## src/rtl/csa_seq_pkg.sv

```systemverilog
// Shared constants for the wide sequential carry-select adder.
// FSM state codes and default slice geometry.
package csa_seq_pkg;

    localparam int SLICE_W_DEF    = 30;
    localparam int NUM_SLICES_DEF = 4;
    localparam int WIDE_DEF       = SLICE_W_DEF * NUM_SLICES_DEF;

    localparam logic [1:0] IDLE = 2'd0;
    localparam logic [1:0] RUN  = 2'd1;
    localparam logic [1:0] DONE = 2'd2;

    function automatic int idx_w(input int n);
        return (n > 1) ? $clog2(n) : 1;
    endfunction

endpackage

```

## src/rtl/csa_wide_add_seq_slice_cin.sv

```systemverilog
// One carry-select adder slice with a carry-in incrementer.
// Purely combinational; cout = adder carry OR increment overflow.
module csa_slice_cin
    import csa_seq_pkg::*;
#(
    parameter int W = SLICE_W_DEF
) (
    input  logic [W-1:0] a,
    input  logic [W-1:0] b,
    input  logic         cin,
    output logic [W-1:0] sum,
    output logic         cout
);

    localparam int LO = W / 2;
    localparam int HI = W - LO;

    logic [LO:0]  lo;
    logic [HI:0]  hi0;
    logic [HI:0]  hi1;
    logic [W-1:0] csa_sum;
    logic         csa_cout;
    logic [W:0]   inc;

    assign lo  = {1'b0, a[LO-1:0]} + {1'b0, b[LO-1:0]};
    assign hi0 = {1'b0, a[W-1:LO]} + {1'b0, b[W-1:LO]};
    assign hi1 = {1'b0, a[W-1:LO]} + {1'b0, b[W-1:LO]}
               + {{HI{1'b0}}, 1'b1};

    assign csa_sum  = {lo[LO] ? hi1[HI-1:0] : hi0[HI-1:0],
                       lo[LO-1:0]};
    assign csa_cout = lo[LO] ? hi1[HI] : hi0[HI];

    // a+b <= 2^(W+1)-2, so an all-ones sum never coexists with csa_cout
    assign inc  = {1'b0, csa_sum} + {{W{1'b0}}, cin};
    assign sum  = inc[W-1:0];
    assign cout = csa_cout | inc[W];

endmodule

```

## src/rtl/csa_wide_add_seq.sv

```systemverilog
// Wide adder sequencing one carry-select slice over NUM_SLICES cycles.
// Optional signed overflow flag: define CSA_SEQ_OVF_EN.
module csa_wide_add_seq
    import csa_seq_pkg::*;
#(
    parameter int SLICE_W    = SLICE_W_DEF,
    parameter int NUM_SLICES = NUM_SLICES_DEF,
    parameter int WIDE       = SLICE_W * NUM_SLICES
) (
    input  logic            i_clk,
    input  logic            i_rst,
    input  logic            i_valid,
    output logic            o_ready,
    input  logic [WIDE-1:0] i_add_term1,
    input  logic [WIDE-1:0] i_add_term2,
    input  logic            i_cin,
    output logic            o_valid,
    input  logic            i_ready,
    output logic [WIDE-1:0] o_sum,
    output logic            o_cout,
    output logic            o_ovf,
    output logic            o_busy
);

    localparam int IDX_W = idx_w(NUM_SLICES);
    localparam logic [IDX_W-1:0] LAST = IDX_W'(NUM_SLICES - 1);

    logic [1:0]         state;
    logic [WIDE-1:0]    a_q;
    logic [WIDE-1:0]    b_q;
    logic               carry_q;
    logic [IDX_W-1:0]   idx;
    logic [SLICE_W-1:0] s_a;
    logic [SLICE_W-1:0] s_b;
    logic [SLICE_W-1:0] s_sum;
    logic               s_cout;
    logic               accept;
    logic               last_run;

    assign o_ready  = (state == IDLE);
    assign o_valid  = (state == DONE);
    assign o_busy   = (state != IDLE);
    assign accept   = o_ready && i_valid;
    assign last_run = (state == RUN) && (idx == LAST);

    assign s_a = a_q[idx*SLICE_W +: SLICE_W];
    assign s_b = b_q[idx*SLICE_W +: SLICE_W];

    csa_slice_cin #(.W(SLICE_W)) u_slice (
        .a    (s_a),
        .b    (s_b),
        .cin  (carry_q),
        .sum  (s_sum),
        .cout (s_cout)
    );

    // FSM, operand capture and per-slice result write-back
    always_ff @(posedge i_clk) begin
        if (i_rst) begin
            state   <= IDLE;
            a_q     <= '0;
            b_q     <= '0;
            carry_q <= 1'b0;
            idx     <= '0;
            o_sum   <= '0;
            o_cout  <= 1'b0;
        end else begin
            unique case (state)
                IDLE: begin
                    if (accept) begin
                        a_q     <= i_add_term1;
                        b_q     <= i_add_term2;
                        carry_q <= i_cin;
                        idx     <= '0;
                        o_sum   <= '0;
                        o_cout  <= 1'b0;
                        state   <= RUN;
                    end
                end
                RUN: begin
                    o_sum[idx*SLICE_W +: SLICE_W] <= s_sum;
                    carry_q <= s_cout;
                    if (idx == LAST) begin
                        o_cout <= s_cout;
                        state  <= DONE;
                    end else begin
                        idx <= idx + 1'b1;
                    end
                end
                DONE: begin
                    if (i_ready) state <= IDLE;
                end
                default: state <= IDLE;
            endcase
        end
    end

`ifdef CSA_SEQ_OVF_EN
    // Signed overflow from captured MSBs and the final slice result
    always_ff @(posedge i_clk) begin
        if (i_rst) begin
            o_ovf <= 1'b0;
        end else if (accept) begin
            o_ovf <= 1'b0;
        end else if (last_run) begin
            o_ovf <= (a_q[WIDE-1] == b_q[WIDE-1])
                  && (s_sum[SLICE_W-1] != a_q[WIDE-1]);
        end
    end
`else
    assign o_ovf = 1'b0;
`endif

endmodule

```

## config.mk

```make
export PLATFORM = sky130hd
export DESIGN_NAME = csa_wide_add_seq
export DESIGN_NICKNAME = d
export VERILOG_FILES = /design/src/rtl/csa_seq_pkg.sv /design/src/rtl/csa_wide_add_seq_slice_cin.sv /design/src/rtl/csa_wide_add_seq.sv
export SDC_FILE = /design/constraint.sdc
export NUM_CORES = 1
export LEC_CHECK = 0
export ABC_AREA = 1
export CAP_MARGIN = 20
export CORE_MARGIN = 2
export CORE_UTILIZATION = 55
export DETAILED_ROUTE_END_ITERATION = 7
export GPL_TIMING_DRIVEN = 0
export PLACE_DENSITY = 0.84
export REMOVE_ABC_BUFFERS = 1
export SLEW_MARGIN = 20
export SYNTH_ARGS = -nofsm -noshare
export SYNTH_HDL_FRONTEND = slang
export SYNTH_SLANG_ARGS = --single-unit
export TNS_END_PERCENT = 10
```

## constraint.sdc

```tcl
create_clock -name i_clk -period 8.35 [get_ports i_clk]
set_input_delay 1.2525 -clock i_clk [delete_from_list [all_inputs] [get_ports i_clk]]
set_output_delay 1.2525 -clock i_clk [all_outputs]
set_load 0.01 [all_outputs]
```

## After elaboration in Yosys (flattened, before gate mapping)

Index checks and enable logic that the tools add are counted.

| word-level totals | value |
|---|---|
| word-level logic and storage cells | 52 |
| bits of input ports | 245 |
| flip-flop bits (word level) | 366 |

| cells by class | value |
|---|---|
| bitwise logic cells | 1 |
| equality and inequality tests | 7 |
| reductions and logical operators | 9 |
| multiply operators | 1 |
| shift operators | 4 |
| add/subtract/negate cells | 6 |
| mux-type cells | 17 |

Operators with widths:

| cell | count |
|---|---|
| case mux 120 bit (2 select lines) | 1 |
| indexed part select 120 x 8 -> 30 bit | 2 |
| bitwise mux 120 bit | 1 |
| two-way mux 120 bit | 1 |
| variable shift 30 x 34 -> 120 bit, first input constant | 1 |
| indexed part select 30 x 34 -> 120 bit | 1 |
| negation 7 -> 34 bit | 1 |
| adder 15 x 15 -> 16 bit | 2 |
| adder 30 x 1 -> 31 bit | 1 |
| adder 16 x 1 -> 16 bit, second input constant | 1 |
| two-way mux 15 bit | 1 |
| two-way mux 2 bit | 5 |
| AND reduction 3 bit | 3 |
| multiplier 2 x 4 -> 6 bit, second input constant | 1 |
| != test 2 x 1 -> 1 bit, second input constant | 3 |
| case mux 2 bit (3 select lines) | 1 |
| == test 2 bit, second input constant | 2 |
| two-way mux 1 bit | 4 |
| case mux 1 bit (2 select lines) | 2 |
| case mux 2 bit (2 select lines) | 1 |
| AND reduction 2 bit | 2 |
| nonzero test 2 bit | 2 |
| adder 2 x 1 -> 2 bit, second input constant | 1 |
| == test 2 x 1 -> 1 bit, second input constant | 1 |
| other kinds (4) | 4 |

## Depth between registers and ports, before layout

| logic depth | value |
|---|---|
| word-level depth | 9 |
| mapped depth | 33 |

## By module

From an unflattened synthesis, not the netlist that was laid out.

| second synthesis, totals | value |
|---|---|
| cell total of the unflattened synthesis | 3,188 |
| area total of the unflattened synthesis | 20,464.6 um^2 |

Modules (own cells, without submodules):

| module | cells an instance | times used | area each (um^2) | seq. area each (um^2) |
|---|---|---|---|---|
| csa_wide_add_seq | 2,581 | 1 | 17,346.6 | 7,327.0 |
| csa_slice_cin | 607 | 1 | 3,118.0 | 0.0 |

## Worst setup path before layout

No wires, ideal clock.

| path | value |
|---|---|
| kind | register -> register |
| start point | register idx[0] |
| end point | register o_sum[21] |
| period minus slack after synthesis | 4,499 ps |
| buffers on the path | 4 |
| stages on the path, launching flop included | 31 |
| library setup time | 113 ps |
| path slack | 3,851 ps |
| arrival time | 4,386 ps |
| path through | dfxtp_1 clkbuf_1 clkbuf_1 buf_1 clkbuf_1 nor2_1 o22ai_1 ha_1 inv_1 fa_1 inv_1 ha_1 inv_1 nor2_1 nand3_1 nor2_2 nand3_1 nor2_1 nand2_1 nand2_1 nand2_1 nor2_1 nand3_1 nand2_1 nand2_1 nand3_1 o21ai_1 nand2_1 nand2_1 o21ai_1 inv_1 |

| between the ends | value |
|---|---|
| cells in the longest elaborated chain, start to end | 9 |
| elaborated cells between the ends (all ways) | 13 |
| classes of those cells | add/sub: 5; mul: 1; shift: 4; mux: 3 |

Ends and longest elaborated chain:

| what | RTL line | source |
|---|---|---|
| from (decl) | csa_wide_add_seq.sv:32 | `logic [IDX_W-1:0] idx;` |
| from (signal assigned) | csa_wide_add_seq.sv:87 | `idx <= idx + 1'b1;` |
| multiplier 2 x 4 -> 6 bit * | csa_wide_add_seq.sv:46, csa_wide_add_seq.sv:47, csa_wide_add_seq.sv:81 |  |
| indexed part select 120 x 8 -> 30 bit (on tied branches) | csa_wide_add_seq.sv:46, csa_wide_add_seq.sv:47 |  |
| adder 15 x 15 -> 16 bit | csa_wide_add_seq_slice_cin.sv:26, csa_wide_add_seq_slice_cin.sv:27 |  |
| adder 16 x 1 -> 16 bit | csa_wide_add_seq_slice_cin.sv:28 | `+ {{HI{1'b0}}, 1'b1};` |
| two-way mux 15 bit | csa_wide_add_seq_slice_cin.sv:30 | `assign csa_sum = {lo[LO] ? hi1[HI-1:0] : hi0[HI-1:0],` |
| adder 30 x 1 -> 31 bit | csa_wide_add_seq_slice_cin.sv:35 | `assign inc = {1'b0, csa_sum} + {{W{1'b0}}, cin};` |
| indexed part select 30 x 34 -> 120 bit | csa_wide_add_seq.sv:81 | `o_sum[idx*SLICE_W +: SLICE_W] <= s_sum;` |
| bitwise mux 120 bit * | csa_wide_add_seq.sv:81 |  |
| case mux 120 bit (2 select lines) * | csa_wide_add_seq.sv:68 | `unique case (state)` |
| to (signal, indexed assignment) | csa_wide_add_seq.sv:81 |  |
| to (decl) | csa_wide_add_seq.sv:19 | `output logic [WIDE-1:0] o_sum,` |

Mark *: on every way between the ends. The rest lies on a longest branch, timed or not.
A chain may end at the register's enable or synchronous reset.

## Final worst setup path

| path | value |
|---|---|
| start point | register idx[0] |
| end point | register o_sum[51] |

Same word-level chain as after synthesis.

==> out/metrics.cfg <==
[layout]
layoutNonFillerInstCount=3625
multiInputGateArea_um2=10500
final_cell_mix=710 x nor2_1, 476 x nand2_1, 399 x o21ai_0, 367 x clkdlybuf4s50_1, 364 x dfxtp_1
fillers=2902
utilization_pct=70.9
drive_above_1_share_pct=5.62
areaGrowthSynthToFinish_pct=27.7
diodes=0
final_common_cell=nor2_1
regArea_um2=7330
final_nets=3427

[route]
dr.first_iter.drc_count=1625
routedWlPerCell_um=16.2
num_vias=20400
routed_wl_um=58700
postRouteAntennaNets=0
drc=0
viasPerCell=5.62
dr.pass1.iters=7

[logic_synthesis]
synth_area_leaders=dfxtp_1 39%, nor2_1 14%, o21ai_0 10%
synth_seq_area_share_pct=38.5
ys_types=53
ys_seq_elements=366
yosysTopAreaCellShare_pct=38.5
synth_area_um2=19000
syn_avg_cell_area_um2=6.56
synthFlopType=dfxtp_1
yosysTopAreaCell=dfxtp_1
ys_warn_count=0
synthCells=2899
synth_edf_count=0
synthArstFlopShare_pct=0

[setup_path]
cpMaxStageDelayCell=dfxtp_4
r2r_cells=22
startpoint_type=flip-flop
worstPathArrival_ns=5.91
r2r_setup_slack_ns=2.88
rr_endpoint=o_sum[51]
path_class=reg2reg
crit_family=simple AND/OR/NAND/NOR gates
critPathMaxStageDelay_ns=0.71
r2r_start=idx[0]
crit_chain=buf_16 > inv_8 > buf_16 > o21ai_0 > o22ai_1 > ha_1 > fa_1 > nand2_1 > nand2_1 > nor2_1 > nand3_1 > nor2_1 > nand3_2 > nor2_4 > nand2_1 > nor2_2 > nand3_2 > xor2_1 > nand3_1 > nand3_2 > nand4_1 > a21oi_1
path_max_fanout=100
end_kind=flip-flop
cp.required_ns=8.79
worst-path-buf-inv=3

[grt]
grt_overflow_total=0
grt_usage_pct=31.5
grt_pass1_wl_um=93500
grt_max_degree=127
first_global_vias=19100
antenna_found_initial=0

[worst_hold_path]
holdPathEnd=o_sum[103]
hold_class=reg2reg
min_from=o_sum[103]
holdPathStages=2

[pwr]
p_clk_share_pct=31.1
p_comb_share_pct=34.3
switching_power_mw=2.05
p_leak_nw=9.90
switching_share_pct=36.9
pwr-share-seq_pct=34.6
irDropWorstVdd_uv=151
p_int_mw=3.51
powerDensity_nw_per_um2=229

[clocking]
insertion_delay_ns=0.53
cts.reportedPaths.clkPinSlew_ns=0.06
cts.path.max_buffers=3
cts-root-buf=clkbuf_16
h-tree-depth=2
tritoncts=yes
hold_buffers=0
cts_buffers=39
post_cts_buffers=0
cts.sinks=366
cts_resized=0

[sta]
finalCriticalPeriod_ns=5.47
slew_headroom_pct=36.8
clock_skew_ns=0.0169
report.final.slew_viol_count=0
worstMarginPinSlew_ns=0.942
rsz0062_at_grt=false
setup_viol=0
fin_crit_sh_pct=65.5
max_freq_ghz=0.183
hold_violations=0

[placement]
dp_hpwl_um=41100
gp_congestion=0.934
dp_cells=3555
numPortBuffers=368

[job]
max-cap-violations=0

[die]
core.rowCount=68
die_w_um=190
fp.dieH_um=190
die_area_um2=36100
ios=370
initial_utilization_pct=55.5
core_area_um2=34300

[status]
status=complete, no violations

## cells in the mapped netlist, types with 9 or more instances
cell      count
nor2_1      715
nand2_1     479
o21ai_0     399
dfxtp_1     366
nand3_1     164
clkbuf_1    156
a21oi_1     138
inv_1       131
nand4_1      71
o22ai_1      58
ha_1         39
nand2_2      15
buf_2        13
o21ai_1      13
buf_1        12
nand3_2      12
inv_2        11
nor2_2       11
xor2_1       10
a31oi_1       9
## worst max path at each step
stage          startpoint          to  slack (ns)  cells past startpoint
2_1_floorplan      idx[0]   o_sum[91]       -2.09                     11
3_3_place_gp       idx[0]   o_sum[91]       -9.05                     11
3_5_place_dp       idx[0]  o_sum[109]        3.01                     24
4_1_cts            idx[0]   o_sum[51]        2.95                     22
5_1_grt            idx[0]  o_sum[109]        2.48                     24
6_report           idx[0]   o_sum[51]        2.88                     22
## final cells by class
type	instances	share of cell area, %
clock inverters	13	0.613
flip-flops and latches	366	30.2
repair buffers	387	16.8
inverters	145	2.35
well taps	455	2.34
clock buffers	57	4.62
multi-input cells	2202	43.1
## stage by stage
step                total power, mW  setup slack [ns]  cell area (um^2)  hold WS (ns)  setup TNS [ns]
floorplan                      3.21             -2.09             18300         0.449         -161.02
global placement               3.77             -9.05             22500         0.453        -1907.42
detailed placement             3.82              3.01             23000         0.455               0
CTS                            5.55              2.95             24300         0.464               0
global route                   5.88              2.48             24300         0.476               0
finish                         5.56              2.88             24300         0.464               0
## worst reg2reg max path: stages, from the launching register on
cell and delay [ns]:
dfxtp_4 0.71, buf_16 0.34, inv_8 0.22, buf_16 0.29
o21ai_0 0.22, o22ai_1 0.11, ha_1 0.34, fa_1 0.48
nand2_1 0.09, nand2_1 0.12, nor2_1 0.11, nand3_1 0.11
nor2_1 0.21, nand3_2 0.14, nor2_4 0.14, nand2_1 0.08
nor2_2 0.19, nand3_2 0.16, xor2_1 0.53, nand3_1 0.24
nand3_2 0.17, nand4_1 0.15, a21oi_1 0.21
## registers in the layout (all words and copies together), names as in the netlist
| register | flops |
|---|---|
| b_q | 120 |
| o_cout | 1 |
| a_q | 120 |
| state | 2 |
| carry_q | 1 |
| idx | 2 |
| o_sum | 120 |
## logic make-up (layout without fill, tap and decap cells)
group	Yosys count	count (layout)	share of synthesized area, %
xor+xnor	16	16	0.855
compound gates	649	649	18.1
simple gates	1494	1494	32.9
buf+inv	331	602	6.79
mux	1	1	0.0526
other cells	1	1	0.0197
flops	366	366	38.5
fa+ha+maj	41	41	2.78
## routing by layer
layer  vias up  routed length (um)  track usage (%)
li1      10100                   -                -
met1      9286               24300             39.1
met2       854               28000             54.5
met3       164                4010             4.61
met4         0                2410             13.5
met5         -                   0                0
## power by group through the flow
stage / combinational [mW] / clock, mW / sequential (mW)
after global placement: 1.79 / 0 / 1.98
after CTS: 1.88 / 1.75 / 1.92
after global routing: 2.12 / 1.82 / 1.94
after detailed placement: 1.86 / 0 / 1.96
final: 1.91 / 1.73 / 1.92
after floorplan: 1.25 / 0 / 1.96
Note: power is estimated with default switching activity, not from simulation.
